**config.mk**
```make
export PLATFORM = sky130hd
export DESIGN_NAME = barcode_id_rdr
export DESIGN_NICKNAME = d
export VERILOG_FILES = /design/src/rtl/barcode_id_rdr_pkg.sv /design/src/rtl/bc_sync.sv /design/src/rtl/barcode_id_rdr.sv
export SDC_FILE = /design/constraint.sdc
export NUM_CORES = 1
export LEC_CHECK = 0
export CAP_MARGIN = 20
export CORE_ASPECT_RATIO = 1.75
export CORE_MARGIN = 2
export CORE_UTILIZATION = 48
export DETAILED_ROUTE_END_ITERATION = 10
export GPL_TIMING_DRIVEN = 1
export PLACE_DENSITY = 0.65
export SYNTH_ARGS = -nofsm -noshare
export SYNTH_HDL_FRONTEND = slang
export SYNTH_HIERARCHICAL = 1
export SYNTH_SLANG_ARGS = --single-unit
```
**constraint.sdc**
```tcl
create_clock -name clk -period 3.9 [get_ports clk]
set_clock_uncertainty 0.2 [all_clocks]
set_input_delay 0.78 -clock clk [delete_from_list [all_inputs] [get_ports clk]]
set_output_delay 0.78 -clock clk [all_outputs]
set_load 0.01 [all_outputs]
```
**src/rtl/barcode_id_rdr_pkg.sv**
```systemverilog
// barcode_id_rdr_pkg: shared FSM encodings, station-ID mask and timer defaults for the barcode reader
package barcode_id_rdr_pkg;
    localparam int TMR_W_DEF = 22;
    localparam logic [7:0] ID_VALID_MASK = 8'hC0;
    localparam logic [2:0] IDLE      = 3'd0;
    localparam logic [2:0] START     = 3'd1;
    localparam logic [2:0] WAIT_FALL = 3'd2;
    localparam logic [2:0] SAMPLE    = 3'd3;
    localparam logic [2:0] DONE      = 3'd4;

    function automatic logic is_station_id(input logic [7:0] id);
        return (id & ID_VALID_MASK) == 8'h00;
    endfunction
endpackage

```
**src/rtl/bc_sync.sv**
```systemverilog
// bc_sync: two-flop synchronizer plus edge flop for the idle-high barcode line
module bc_sync (
    input  logic clk,
    input  logic rst_n,
    input  logic bc,
    output logic bc_s,
    output logic bc_fall
);
    logic meta, prev;
    always_ff @(posedge clk or negedge rst_n)
        if (!rst_n) {meta, bc_s, prev} <= 3'b111;
        else begin
            meta <= bc;
            bc_s <= meta;
            prev <= bc_s;
        end
    assign bc_fall = prev & ~bc_s;
endmodule

```
**src/rtl/barcode_id_rdr.sv**
```systemverilog
// barcode_id_rdr: self-clocked serial barcode decoder producing ID / ID_vld for cmd_control
module barcode_id_rdr
    import barcode_id_rdr_pkg::*;
#(
    parameter int               TMR_W   = TMR_W_DEF,
    parameter logic [TMR_W-1:0] TMO_CYC = '1
) (
    input  logic       clk,
    input  logic       rst_n,
    input  logic       BC,
    input  logic       clr_ID_vld,
    output logic [7:0] ID,
    output logic       ID_vld
);
    logic             bc_s, bc_fall;
    logic [2:0]       state;
    logic [TMR_W-1:0] timer, ref_t, timer_inc;
    logic [2:0]       bit_cnt;
    logic [7:0]       shift;
    logic             tmo;

    bc_sync u_sync (.clk(clk), .rst_n(rst_n), .bc(BC), .bc_s(bc_s), .bc_fall(bc_fall));

    assign timer_inc = &timer ? timer : timer + TMR_W'(1);
    // DONE is excluded so a completed frame is never lost to the watchdog
    assign tmo = (TMO_CYC != '0) && state != IDLE && state != DONE && timer == TMO_CYC;

    always_ff @(posedge clk or negedge rst_n)
        if (!rst_n) begin
            state   <= IDLE;
            timer   <= '0;
            ref_t   <= '0;
            bit_cnt <= '0;
            shift   <= '0;
            ID      <= '0;
            ID_vld  <= 1'b0;
        end else begin
            if (clr_ID_vld) ID_vld <= 1'b0;
            if (tmo) begin
                state <= IDLE;
                timer <= '0;
                shift <= '0;
            end else
                case (state)
                    IDLE: begin
                        timer <= '0;
                        state <= bc_fall ? START : IDLE;
                    end
                    START:
                        if (bc_s) begin
                            ref_t   <= timer;
                            bit_cnt <= '0;
                            timer   <= '0;
                            state   <= (timer == '0) ? IDLE : WAIT_FALL;
                        end else timer <= timer_inc;
                    WAIT_FALL: begin
                        timer <= bc_fall ? '0 : timer_inc;
                        state <= bc_fall ? SAMPLE : WAIT_FALL;
                    end
                    SAMPLE:
                        if (timer == ref_t) begin
                            shift   <= {shift[6:0], bc_s};
                            bit_cnt <= bit_cnt + 3'd1;
                            timer   <= '0;
                            state   <= (bit_cnt == 3'd7) ? DONE : WAIT_FALL;
                        end else timer <= timer_inc;
                    DONE: begin
                        ID     <= shift;
                        ID_vld <= is_station_id(shift);
                        state  <= IDLE;
                    end
                    default: state <= IDLE;
                endcase
        end
endmodule

```
==> run_results.csv <==
group,metric,value,unit
synthesis,synth-seq-area-share,47.4,%
power,peakVddDrop,383,uV
detailed_routing,vias,2590,
die,ios,13,
cts,cts-root-buf,"clkbuf_16",
setup_path,crit_path_start_kind,"register",
cts,cts_max_path_buffers,2,
worst_hold_path,min_path_type,"reg2reg",
detailed_routing,drt-pass1-iter-count,4,
global_route,grt_antenna_before_repair,0,
detailed_routing,wl_per_cell,18.9,um
die,dieArea,8470,um^2
setup_path,endpoint,"timer[12]$_DFFE_PN0P_",
detailed_routing,drt-total-wl,8190,um
cells_and_area,antennaDiodeCount,0,
synthesis,yosysWarnings,6,
timing,setup_tns,0,ns
cts,cts_tree,"built",
cells_and_area,seqCellArea,1760,um^2
synthesis,syn_area_per_cell,11.0,um^2
cells_and_area,nFillCells,659,
global_route,first_global_vias,2663,
synthesis,synth_edf_count,0,
timing,slew_headroom,40.4,%
global_route,grt_max_degree,71,
cts,post_cts_buffers,0,
cts,numCtsBuffers,9,
setup_path,critical_path.cell_chain,"ha_1 -> nand3_1 -> nor4b_4 -> nand3b_2 -> nand2_1 -> o21a_2 -> a2111oi_1",
cts,htree_levels,3,
setup_path,worstSetupPathType,"reg2reg",
cells_and_area,multi_input_comb_area,1740,um^2
setup_path,reg2reg_to,"timer[12]$_DFFE_PN0P_",
run,max_cap_viol_count,0,
timing,timing.fmax,369,MHz
detailed_routing,ant_nets,0,
timing,worst_pin_slew,0.894,ns
synthesis,syn-cell-area,3710,um^2
timing,fin_crit,2.71,ns
global_route,grt_pass1_wl,13400,um
synthesis,synth_cells,336,
setup_path,arrival,2.70,ns
synthesis,async_reset_ff_share,100,%
cells_and_area,utilization,55.1,%
timing,hold_viol,0,
placement,place_congestion,0.826,
detailed_routing,drcViolationCount,0,
die,coreArea,7510,um^2
synthesis,ys.flop_type,"dfrtp_1",
global_route,grt_overflow,0,
timing,fin_crit_sh,69.5,%
cts,clk_latency,0.34,ns
cells_and_area,nets,349,
cts,hold_buffers,0,
setup_path,path_max_fanout,14,
placement,dp_hpwl,5920,um
global_route,grt_usage,21.3,%
power,p_leak,0.00206,uW
setup_path,r2r_slack,1.19,ns
timing,grt_setup_unrepaired,"false",
cells_and_area,finalNonFillerCells,434,
outcome,status,"finished, final reports clean",
global_route,use_met1,21.7,%
setup_path,crit_path_max_incr_delay,0.46,ns
die,start_util,49.3,%
placement,dp.cells,418,
cts,clock_sinks,70,
cells_and_area,syn_to_final_growth,11.7,%
detailed_routing,post_drt_via_cell_ratio,5.97,
global_route,use_met3,4.58,%
synthesis,syn-num-nets,344,
synthesis,ys_seq_elements,70,
setup_path,ff2ff_path_depth,7,
timing,final_max_slew_viol_count,0,
synthesis,synth.distinct_cells,56,
cts,cts_resized,0,
cells_and_area,drive_gt1_share,19.4,%
setup_path,cp-end-kind,"register",
cts,clk_pin_slew,0.06,ns
die,die_y,120,um
placement,io_buffers,12,
global_route,grt_busiest_layer,"met2",
setup_path,cp_slowest_cell,"dfrtp_1",
power,p_per_area,578,nW/um^2
die,die_x,70.4,um
setup_path,required,3.89,ns
setup_path,cp-startpoint,"timer[0]$_DFFE_PN0P_",
global_route,grt_util_met2,37.9,%
detailed_routing,drt_iter0_markers,137,
timing,setup_viol,0,
setup_path,reg2reg_from,"timer[0]$_DFFE_PN0P_",
die,rows,42,
## layout make-up
class | count | share of cell area, %
multi-input combinational | 232 | 42.1
sequential | 70 | 42.4
clock buffer | 10 | 5.53
timing repair buffer | 16 | 3.57
tap | 88 | 2.66
inverter | 12 | 1.09
clock inverter | 6 | 2.66
## cell usage after synthesis, types with 2 or more instances
cell type | count | area (um^2)
dfrtp_1 | 67 | 1680
nor2_1 | 29 | 109
xor2_1 | 29 | 254
mux2_2 | 25 | 282
nand2_1 | 19 | 71.3
inv_1 | 12 | 45.0
mux2i_1 | 11 | 110
nand3_1 | 10 | 50.1
nor4_1 | 9 | 56.3
o21ai_0 | 9 | 45.0
a21oi_1 | 8 | 40.0
and3_1 | 7 | 43.8
buf_4 | 7 | 52.6
buf_2 | 6 | 30.0
buf_6 | 6 | 67.6
nor3_1 | 6 | 30.0
and4_1 | 5 | 43.8
nor4_2 | 5 | 62.6
o31ai_1 | 5 | 37.5
ha_1 | 4 | 50.1
nand4_1 | 4 | 25.0
nor2b_1 | 4 | 25.0
a22o_1 | 3 | 26.3
a311oi_1 | 3 | 26.3
a31oi_1 | 3 | 18.8
dfstp_2 | 3 | 78.8
a21o_1 | 2 | 15.0
clkbuf_1 | 2 | 7.51
nand4_2 | 2 | 25.0
nor4b_1 | 2 | 17.5
o211a_1 | 2 | 20.0
o21bai_1 | 2 | 15.0
or4_1 | 2 | 15.0
## critical path, delay by kind of cell (launching register included)
kind	cells	cell delay, ns
AND/OR/NAND/NOR	4	1.19
AO/OA/AOI/OAI	2	0.49
adder cells (fa/ha/maj)	1	0.22
flip-flops	1	0.46
## state kept, by name (all words and copies together), names as in the netlist
signal and flops:
ref_t 22, timer 22, ID 8, shift 8
bit_cnt 3, state 3, ID_vld 1, u_sync/bc_s 1
u_sync/meta 1, u_sync/prev 1
## per-layer routing
metal  routed length [um]  vias to the layer above
li1                     -                     1216
met1                 2960                     1271
met2                 4480                       76
met3                  328                       27
met4                  425                        0
met5                    0                        -
## power by group
group / leakage [uW] / switching [uW] / internal (uW)
Clock: 0.000159 / 304 / 623
Combinational: 0.000960 / 336 / 224
Sequential: 0.000944 / 95.6 / 811
## stage by stage
| stage | hold slack [ns] | total power [uW] | worst slack, ns | cell area [um^2] |
|---|---|---|---|---|
| 2_1_floorplan | 0.145 | 1340 | 1.74 | 3710 |
| 3_3_place_gp | 0.147 | 1480 | 1.23 | 3800 |
| 3_5_place_dp | 0.150 | 1490 | 1.20 | 3800 |
| 4_1_cts | 0.158 | 2420 | 1.20 | 4140 |
| 5_1_grt | 0.159 | 2520 | 1.01 | 4140 |
| 6_report | 0.156 | 2390 | 1.19 | 4140 |
## layout by cell type (no fill, tap or decap), types with 3 or more instances in the layout
master / netlist / final
nand4_1: 4 / 4
xor2_1: 29 / 29
and4_1: 5 / 5
and3_1: 7 / 7
nor2_1: 29 / 29
nor4_2: 5 / 5
a31oi_1: 3 / 3
nand3_1: 10 / 10
o21ai_0: 9 / 9
nand2_1: 19 / 19
nor4_1: 9 / 9
dfrtp_1: 67 / 67
bufinv_16: 0 / 3
dfstp_2: 3 / 3
a22o_1: 3 / 3
mux2i_1: 11 / 11
inv_1: 12 / 12
clkbuf_16: 0 / 9
a21oi_1: 8 / 8
clkdlybuf4s50_1: 0 / 11
nor3_1: 6 / 6
nor2b_1: 4 / 4
o31ai_1: 5 / 5
a311oi_1: 3 / 3
ha_1: 4 / 4
buf_4: 7 / 5
mux2_2: 25 / 25
## cell families (layout without fill, tap and decap cells)
family | Yosys count | in the layout | synth area share (%)
AOI/OAI and AO/OA | 47 | 47 | 9.01
xor gates and xnor gates | 29 | 29 | 6.85
adders and majority gates | 4 | 4 | 1.35
buffers and inverters | 34 | 44 | 5.60
DFF | 70 | 70 | 47.4
muxes | 36 | 36 | 10.6
and+or+nand+nor | 116 | 116 | 19.2
## worst min path at each step
stage	from	end	slack [ns]	cells after the start
2_1_floorplan	u_sync/meta$_DFF_PN1_	u_sync/bc_s$_DFF_PN1_	0.15	0
3_3_place_gp	u_sync/meta$_DFF_PN1_	u_sync/bc_s$_DFF_PN1_	0.15	0
3_5_place_dp	u_sync/meta$_DFF_PN1_	u_sync/bc_s$_DFF_PN1_	0.15	0
4_1_cts	u_sync/meta$_DFF_PN1_	u_sync/bc_s$_DFF_PN1_	0.16	0
5_1_grt	u_sync/meta$_DFF_PN1_	u_sync/bc_s$_DFF_PN1_	0.16	0
6_report	u_sync/meta$_DFF_PN1_	u_sync/bc_s$_DFF_PN1_	0.16	0
Power figures use the tool's default switching activity.
